File: config.mk
export PLATFORM = sky130hd
export DESIGN_NAME = if_stage_flat
export DESIGN_NICKNAME = d
export VERILOG_FILES = /design/src/rtl/if_stage_if.sv /design/src/rtl/if_stage.sv /design/src/flat_wrapper.sv
export SDC_FILE = /design/constraint.sdc
export NUM_CORES = 1
export LEC_CHECK = 0
export BUFFER_PORTS_ARGS = -buffer_cell sky130_fd_sc_hd__buf_2
export CORE_MARGIN = 5
export CORE_UTILIZATION = 30
export DETAILED_ROUTE_END_ITERATION = 10
export PLACE_DENSITY_LB_ADDON = 0.08
export SLEW_MARGIN = 5
export SYNTH_ARGS = -nofsm -noshare
export SYNTH_HDL_FRONTEND = slang
export SYNTH_SLANG_ARGS = --single-unit
File: constraint.sdc
create_clock -name clk -period 4.4 [get_ports clk]
set_input_delay 0.22 -clock clk [delete_from_list [all_inputs] [get_ports clk]]
set_output_delay 0.22 -clock clk [all_outputs]
set_load 0.01 [all_outputs]
File: src/rtl/if_stage_if.sv
// ---------------------------------------------------------------------------
// if_stage_if
//   Bundles every signal the instruction-fetch stage exchanges with the rest
//   of the pipeline: hazard/redirect controls coming in, the combinational
//   instruction ROM port, the IF/ID pipeline register going out to decode,
//   and the debug status (out-of-range flag, fetch counter).
//
//   Modports
//     master : the fetch stage itself (drives ROM address, IF/ID, status)
//     slave  : the surrounding pipeline / ROM / testbench
//
//   Signals
//     stall        1       hazard unit: hold PC and IF/ID
//     redirect     1       EX: control transfer taken this cycle
//     redirect_pc  32      EX: target byte address
//     rom_addr     ADDR_W  ROM word address (pc[ADDR_W+1:2])
//     rom_dout     32      ROM instruction for rom_addr (combinational)
//     if_id_valid  1       IF/ID holds a real instruction
//     if_id_pc     32      PC of if_id_instr
//     if_id_pc4    32      if_id_pc + 4 (link value)
//     if_id_instr  32      fetched instruction or bubble encoding
//     fetch_oob    1       current pc lies outside the ROM
//     fetch_cnt    32      number of valid instructions written into IF/ID
// ---------------------------------------------------------------------------
interface if_stage_if #(
    parameter int ADDR_W = 6
);
    logic              stall;
    logic              redirect;
    logic [31:0]       redirect_pc;
    logic [ADDR_W-1:0] rom_addr;
    logic [31:0]       rom_dout;
    logic              if_id_valid;
    logic [31:0]       if_id_pc;
    logic [31:0]       if_id_pc4;
    logic [31:0]       if_id_instr;
    logic              fetch_oob;
    logic [31:0]       fetch_cnt;

    modport master (
        input  stall,
        input  redirect,
        input  redirect_pc,
        input  rom_dout,
        output rom_addr,
        output if_id_valid,
        output if_id_pc,
        output if_id_pc4,
        output if_id_instr,
        output fetch_oob,
        output fetch_cnt
    );

    modport slave (
        output stall,
        output redirect,
        output redirect_pc,
        output rom_dout,
        input  rom_addr,
        input  if_id_valid,
        input  if_id_pc,
        input  if_id_pc4,
        input  if_id_instr,
        input  fetch_oob,
        input  fetch_cnt
    );
endinterface

File: src/rtl/if_stage.sv
// ---------------------------------------------------------------------------
// if_stage
//   Instruction-fetch stage of a 5-stage RV32I pipeline. Owns the PC, drives
//   the word address into a combinational instruction ROM, and captures the
//   returned instruction together with its PC into the IF/ID register.
//
//   Each rising edge does exactly one of:
//     redirect : pc <= aligned redirect target, IF/ID becomes a bubble
//                (valid=0, instr=NOP_INSTR, pc/pc4 keep their old value);
//                wins over stall because the instruction in IF is wrong-path.
//     stall    : pc, IF/ID and the fetch counter all hold.
//     fetch    : pc <= pc + 4; IF/ID <= {~oob, pc, pc+4, oob ? NOP : rom};
//                the fetch counter advances only for valid fetches.
//
//   Ports
//     clk    in  pipeline clock, rising-edge
//     rst_n  in  asynchronous active-low reset
//     bus    master side of if_stage_if (see the interface for the fields)
//
//   Parameters
//     RESET_PC   PC loaded on reset
//     ADDR_W     ROM word-address width
//     NOP_INSTR  bubble encoding written into IF/ID
// ---------------------------------------------------------------------------
module if_stage #(
    parameter logic [31:0] RESET_PC  = 32'h0000_0000,
    parameter int          ADDR_W    = 6,
    parameter logic [31:0] NOP_INSTR = 32'h0000_0000
) (
    input  logic          clk,
    input  logic          rst_n,
    if_stage_if.master    bus
);

    // Which of the three mutually exclusive edge actions applies.
    typedef enum logic [1:0] {
        OP_FETCH    = 2'd0,
        OP_HOLD     = 2'd1,
        OP_REDIRECT = 2'd2
    } op_e;

    // Architectural state
    logic [31:0] pc_r;
    logic        valid_r;
    logic [31:0] ipc_r;
    logic [31:0] ipc4_r;
    logic [31:0] instr_r;
    logic [31:0] cnt_r;

    // Next-state and helper signals
    op_e         op_s;
    logic        oob_s;
    logic [31:0] pc_plus4_s;
    logic [31:0] target_s;
    logic [31:0] pc_nxt_s;
    logic        valid_nxt_s;
    logic [31:0] ipc_nxt_s;
    logic [31:0] ipc4_nxt_s;
    logic [31:0] instr_nxt_s;
    logic [31:0] cnt_nxt_s;

    // Any set bit above the ROM word range means the fetch would alias.
    assign oob_s      = |pc_r[31:ADDR_W+2];
    assign pc_plus4_s = pc_r + 32'd4;
    // Targets are forced to word alignment; masking keeps every bit in use.
    assign target_s   = bus.redirect_pc & 32'hFFFF_FFFC;

    // Select the edge action; redirect has priority over stall.
    always_comb begin
        op_s = OP_FETCH;
        if (bus.redirect) begin
            op_s = OP_REDIRECT;
        end else if (bus.stall) begin
            op_s = OP_HOLD;
        end else begin
            op_s = OP_FETCH;
        end
    end

    // Next-state values for PC, IF/ID and the fetch counter.
    always_comb begin
        pc_nxt_s    = pc_r;
        valid_nxt_s = valid_r;
        ipc_nxt_s   = ipc_r;
        ipc4_nxt_s  = ipc4_r;
        instr_nxt_s = instr_r;
        cnt_nxt_s   = cnt_r;
        case (op_s)
            OP_REDIRECT: begin
                // Kill the wrong-path fetch; pc/pc4 of IF/ID are left as-is.
                pc_nxt_s    = target_s;
                valid_nxt_s = 1'b0;
                instr_nxt_s = NOP_INSTR;
            end
            OP_HOLD: begin
                pc_nxt_s    = pc_r;
                valid_nxt_s = valid_r;
                instr_nxt_s = instr_r;
            end
            OP_FETCH: begin
                pc_nxt_s   = pc_plus4_s;
                ipc_nxt_s  = pc_r;
                ipc4_nxt_s = pc_plus4_s;
                if (oob_s) begin
                    // Out-of-range: never let the aliased ROM word through.
                    valid_nxt_s = 1'b0;
                    instr_nxt_s = NOP_INSTR;
                    cnt_nxt_s   = cnt_r;
                end else begin
                    valid_nxt_s = 1'b1;
                    instr_nxt_s = bus.rom_dout;
                    cnt_nxt_s   = cnt_r + 32'd1;
                end
            end
            default: begin
                pc_nxt_s    = pc_r;
                valid_nxt_s = valid_r;
                instr_nxt_s = instr_r;
            end
        endcase
    end

    // Program counter register.
    always_ff @(posedge clk or negedge rst_n) begin
        if (!rst_n) begin
            pc_r <= RESET_PC;
        end else begin
            pc_r <= pc_nxt_s;
        end
    end

    // IF/ID pipeline register.
    always_ff @(posedge clk or negedge rst_n) begin
        if (!rst_n) begin
            valid_r <= 1'b0;
            ipc_r   <= 32'h0000_0000;
            ipc4_r  <= 32'h0000_0000;
            instr_r <= NOP_INSTR;
        end else begin
            valid_r <= valid_nxt_s;
            ipc_r   <= ipc_nxt_s;
            ipc4_r  <= ipc4_nxt_s;
            instr_r <= instr_nxt_s;
        end
    end

    // Debug counter of valid instructions entering IF/ID (wraps naturally).
    always_ff @(posedge clk or negedge rst_n) begin
        if (!rst_n) begin
            cnt_r <= 32'h0000_0000;
        end else begin
            cnt_r <= cnt_nxt_s;
        end
    end

    // ROM address and range flag follow the PC register directly so the
    // ROM sees a valid address even while reset is held.
    assign bus.rom_addr    = pc_r[ADDR_W+1:2];
    assign bus.fetch_oob   = oob_s;
    assign bus.if_id_valid = valid_r;
    assign bus.if_id_pc    = ipc_r;
    assign bus.if_id_pc4   = ipc4_r;
    assign bus.if_id_instr = instr_r;
    assign bus.fetch_cnt   = cnt_r;

endmodule
File: src/flat_wrapper.sv
// flat-port wrapper written by rule: the top's interface ports become plain ports
module if_stage_flat 
#(
    parameter logic [31:0] RESET_PC  = 32'h0000_0000,
    parameter int          ADDR_W    = 6,
    parameter logic [31:0] NOP_INSTR = 32'h0000_0000
)
  (clk, rst_n, bus_stall, bus_redirect, bus_redirect_pc, bus_rom_dout, bus_rom_addr, bus_if_id_valid, bus_if_id_pc, bus_if_id_pc4, bus_if_id_instr, bus_fetch_oob, bus_fetch_cnt);
  if_stage_if #(.ADDR_W(ADDR_W)) bus_i ();
  input  logic clk;
  input  logic rst_n;
  input wire logic [$bits(bus_i.stall)-1:0] bus_stall;
  input wire logic [$bits(bus_i.redirect)-1:0] bus_redirect;
  input wire logic [$bits(bus_i.redirect_pc)-1:0] bus_redirect_pc;
  input wire logic [$bits(bus_i.rom_dout)-1:0] bus_rom_dout;
  output wire logic [$bits(bus_i.rom_addr)-1:0] bus_rom_addr;
  output wire logic [$bits(bus_i.if_id_valid)-1:0] bus_if_id_valid;
  output wire logic [$bits(bus_i.if_id_pc)-1:0] bus_if_id_pc;
  output wire logic [$bits(bus_i.if_id_pc4)-1:0] bus_if_id_pc4;
  output wire logic [$bits(bus_i.if_id_instr)-1:0] bus_if_id_instr;
  output wire logic [$bits(bus_i.fetch_oob)-1:0] bus_fetch_oob;
  output wire logic [$bits(bus_i.fetch_cnt)-1:0] bus_fetch_cnt;
  assign bus_i.stall = bus_stall;
  assign bus_i.redirect = bus_redirect;
  assign bus_i.redirect_pc = bus_redirect_pc;
  assign bus_i.rom_dout = bus_rom_dout;
  assign bus_rom_addr = bus_i.rom_addr;
  assign bus_if_id_valid = bus_i.if_id_valid;
  assign bus_if_id_pc = bus_i.if_id_pc;
  assign bus_if_id_pc4 = bus_i.if_id_pc4;
  assign bus_if_id_instr = bus_i.if_id_instr;
  assign bus_fetch_oob = bus_i.fetch_oob;
  assign bus_fetch_cnt = bus_i.fetch_cnt;
  if_stage #(.RESET_PC(RESET_PC), .ADDR_W(ADDR_W), .NOP_INSTR(NOP_INSTR)) u_core (.clk(clk), .rst_n(rst_n), .bus(bus_i));
endmodule
Yosys cells after proc, flatten, opt, wreduce, memory -nomap -nowiden
Index checks and enable logic that the tools add are counted.
{ "totals": {"ff_bits": 161} }
{ "op_classes": {"reduce_logical": 4, "muxes": 7, "eq_ne": 1, "bitwise": 1, "add_sub_neg": 2} }
{ "ops": {"columns": ["operator", "n"], "rows": [
  ["$pmux W32 S2", 2],
  ["$add A32 B1 Y32 const B", 1],
  ["$add A32 B3 Y32 const B", 1],
  ["$mux W32", 1],
  ["$reduce_or A24 Y1", 1],
  ["$eq A2 B2 Y1 const B", 1],
  ["$logic_not A2 Y1", 1],
  ["$mux W1", 2],
  ["$mux W2", 1],
  ["$pmux W1 S2", 1],
  ["$reduce_and A2 Y1", 1],
  ["$reduce_bool A2 Y1", 1],
  ["$not A1 Y1", 1]
]} }

Longest topological paths before layout
{ "logic_depth": {"word_depth": 4, "ltp_mapped": 8, "ltp_nobuf": 6} }

Worst setup path before layout
Ideal clock, no wire load.
{ "synth_timing": {"path_kind": "register to register", "startpoint": "register u_core.pc_r[10]", "endpoint": "register u_core.cnt_r[31] (netlist: u_core.bus.fetch_cnt[31])", "arrival_time_ps": 1860, "stages_incl_launch_ff": 7, "synth_period_minus_slack_ps": 1984, "slack_ps": 2416, "setup_ps": 124, "n_path_buf": 1, "cell_sequence": "dfrtp_1 buf_4 nor4_4 nand4_4 nor4_4 or3b_1 xnor2_1"} }
{ "synth_via": {"elab_chain_cells": 3} }
{ "synth_lines": {"columns": ["element", "line_no", "text"], "rows": [
  ["from (decl)", "if_stage.sv:43", "logic [31:0] pc_r;"],
  ["from (signal assigned)", "if_stage.sv:128", "pc_r <= pc_nxt_s;"],
  ["$reduce_or A24 Y1", "if_stage.sv:63", "assign oob_s = |pc_r[31:ADDR_W+2];"],
  ["$not A1 Y1 (no line)", null, null],
  ["$reduce_and A2 Y1 (no line)", null, null],
  ["to (signal assigned)", "if_stage.sv:152", "cnt_r <= cnt_nxt_s;"],
  ["to (decl)", "if_stage.sv:48", "logic [31:0] cnt_r;"]
]} }
No other way between the ends.
A chain may end at the register's enable or synchronous reset.

Worst setup path after layout
{ "layout_timing": {"startpoint": "register u_core.pc_r[8]", "endpoint": "register u_core.pc_r[28]"} }
{ "layout_via": {"elab_chain_cells": 2} }
{ "layout_lines": {"columns": ["element", "line_no", "text"], "rows": [
  ["$add A32 B3 Y32", "if_stage.sv:64", "assign pc_plus4_s = pc_r + 32'd4;"],
  ["$pmux W32 S2", "if_stage.sv:88", "case (op_s)"]
]} }
No other way between the ends.

==> results.yml <==
cells_and_area:
  utilization: 0.382
  layout.nets: 1030
  layout-drive-gt1-share: 0.263
  diodes: 0
  layout-area-overhead-vs-synth_pct: 24.9
clock_network:
  clockBufferDepth: 2
  numCtsBuffers: 17
  clock-sinks: 155
  cts_htree_levels: 4
  cts.reportedPaths.clkPinSlew_ps: 70
  tritoncts: "yes"
  cts_root_buf: "clkbuf_16"
  clk_latency_ps: 430
  postCtsSetupBuffers: 0
  cts_hold_buf: 8
  cts_resized: 0
yosys:
  yosysSeqAreaShare: 0.518
  ys_ff_latch: 155
  synth_ff_type: "dfrtp_1"
  yosysTopAreaCell: "dfrtp_1"
  synth_cell_types: 40
  async_reset_ff_frac: 1.00
  avgSynthCellArea_um2: 9.40
  synth.cell_area_um2: 7490
  yosysWarningCount: 0
  postSynthCellCount: 796
  synth_edf_count: 0
  synth.top_cell.area_share: 0.518
  synthTopCellsByArea: "dfrtp_1 52%, nand2_1 11%, xnor2_1 5.3%"
routing:
  post_drt_wl_per_cell_um: 17.2
  drc: 0
  wl_um: 22200
  ant_nets: 0
  num_vias: 5977
  dr.first_iter.drc_count: 369
  drtPass1Iterations: 4
  vias_per_cell: 4.62
worst_setup_path:
  crit_type: "flop to flop"
  startpoint_type: "flop"
  crit_fanout: 14
  crit_path_end_kind: "flop"
  worstPathArrival_ps: 2950
  cp.required_ps: 4740
placement:
  io_buffers: 197
  gp_congestion: 0.744
  dpl.hpwl_um: 15400
timing:
  slew_headroom: 0.328
  hold_violations: 0
  rsz0062_at_grt: "false"
  clock.fmax_ghz: 0.382
  final_max_slew_viol_count: 0
  period_share: 0.595
  finalClockSkew_ps: 17.2
  tns_ps: 0
  setup_violations: 0
  worstMarginPinSlew_ps: 999
  fin_crit_ps: 2620
global_routing:
  antenna_found_initial: 2
  grt_start_max_net_pins: 94
  grtUsageTotal: 0.160
  first_global_vias: 6215
  grt_first_pass_wirelength_um: 36300
  overflow: 0
min_path:
  worstHoldPathType: "input port to flop"
die:
  rows: 57
  core_um2: 24500
  start_util: 0.306
  die_y_um: 168
  die_width_um: 168
  die-area_um2: 28200
  boundaryPins: 204
power_and_ir_drop:
  p_leak_nw: 4.41
  ir_drop_v: 0.000233
  powerDensity_nw_per_um2: 396
flow_run:
  cap_violations: 0
outcome:
  run_status: "complete, no violations"
-- worst max-delay path, stage by stage (launching register included) --
cell and delay [ps]:
dfrtp_1 580, nand4_2 440, nor4_1 980, nand3_1 200, xor2_1 180, o21ai_0 140
-- sequential cells by signal (all words and copies together) (netlist names) --
register / cells
u_core.bus.fetch_cnt: 32
u_core.bus.if_id_instr: 32
u_core.bus.if_id_pc4: 30
u_core.bus.if_id_pc: 30
u_core.pc_r: 30
u_core.bus.if_id_valid: 1
-- cells in the final DEF, fill, tap and decap left out, types with 3 or more instances in the layout --
cell type	instances
buf_4	7
nand4_1	19
xor2_1	41
nand3_1	27
buf_2	195
clkbuf_16	17
conb_1	4
nor3_1	14
nand2_1	211
nor4_2	3
mux2_2	3
nor4_1	16
dlygate4sd3_1	9
xnor2_1	45
o21ai_1	3
nand3b_1	32
nor4_4	5
a21oi_1	33
inv_1	4
nor2_1	20
and4_1	9
and3_1	5
bufinv_16	5
o21ai_0	54
dfrtp_1	155
-- stage by stage --
step | setup WS (ps) | hold slack, ps | std cells | total power [W] | area, µm²
global route | 1580 | 5.22 | 1294 | 0.00390 | 9350
floorplan | 2420 | -75.6 | 799 | 0.00190 | 7500
finish | 1780 | 12.1 | 1294 | 0.00371 | 9350
CTS | 1800 | 0.107 | 1293 | 0.00377 | 9340
detailed placement | 1840 | 390 | 1256 | 0.00211 | 8630
global placement | 1850 | 396 | 1256 | 0.00211 | 8630
-- cells in the mapped netlist, drive strengths merged, types with 22 or more instances --
master  number
nand3b      32
xnor2       45
nor4        24
o21ai       57
xor2        41
nand4       22
dfrtp      155
a21oi       33
nor2        22
clkbuf      35
nand3       27
buf         36
nand2      211
-- metal layers --
| metal | routed length, µm | GRT usage | up-vias |
|---|---|---|---|
| met5 | 27 | 0 | - |
| met4 | 229 | 0.0413 | 4 |
| met3 | 1540 | 0.0511 | 18 |
| met2 | 9970 | 0.245 | 140 |
| met1 | 10400 | 0.221 | 2840 |
| li1 | - | - | 2975 |
-- power by group --
part	switching, W	total, W	leakage, nW	internal [W]
clock network	0.000616	0.00163	0.308	0.00101
logic	0.000249	0.000424	2.08	0.000175
registers	0.000118	0.00165	2.02	0.00153
-- final cells by class --
class / instances / area (µm²)
clock buffer: 18 / 439
clock inverter: 11 / 194
fill: 2539 / 15100
inverter: 5 / 18.8
multi-input combinational: 568 / 3260
sequential: 155 / 3880
tap: 324 / 405
timing repair buffer: 213 / 1150
-- final timing paths --
check / start / to / slack [ps] / depth (start not counted)
max: u_core.pc_r[8] / u_core.pc_r[28] / 1780 / 5
min: bus_redirect_pc[20] / u_core.pc_r[20] / 10 / 3
max reg2reg: u_core.pc_r[8] / u_core.pc_r[28] / 1780 / 5
min reg2reg: u_core.bus.if_id_pc[22] / u_core.bus.if_id_pc[22] / 470 / 2
max in group asynchronous: rst_n / u_core.bus.fetch_cnt[18] / 2880 / 3
min in group asynchronous: rst_n / u_core.bus.if_id_pc4[6] / 470 / 2
-- cell families after synthesis --
| family | count (synthesis) | share of synthesized area |
|---|---|---|
| xor gates and xnor gates | 86 | 0.101 |
| and+or+nand+nor | 381 | 0.262 |
| adders and majority gates | 2 | 0.00334 |
| other | 1 | 0.000501 |
| AOI/OAI and AO/OA | 91 | 0.0612 |
| muxes | 4 | 0.00585 |
| DFF | 155 | 0.518 |
| buffers and inverters | 76 | 0.0480 |
Power figures use the tool's default switching activity.
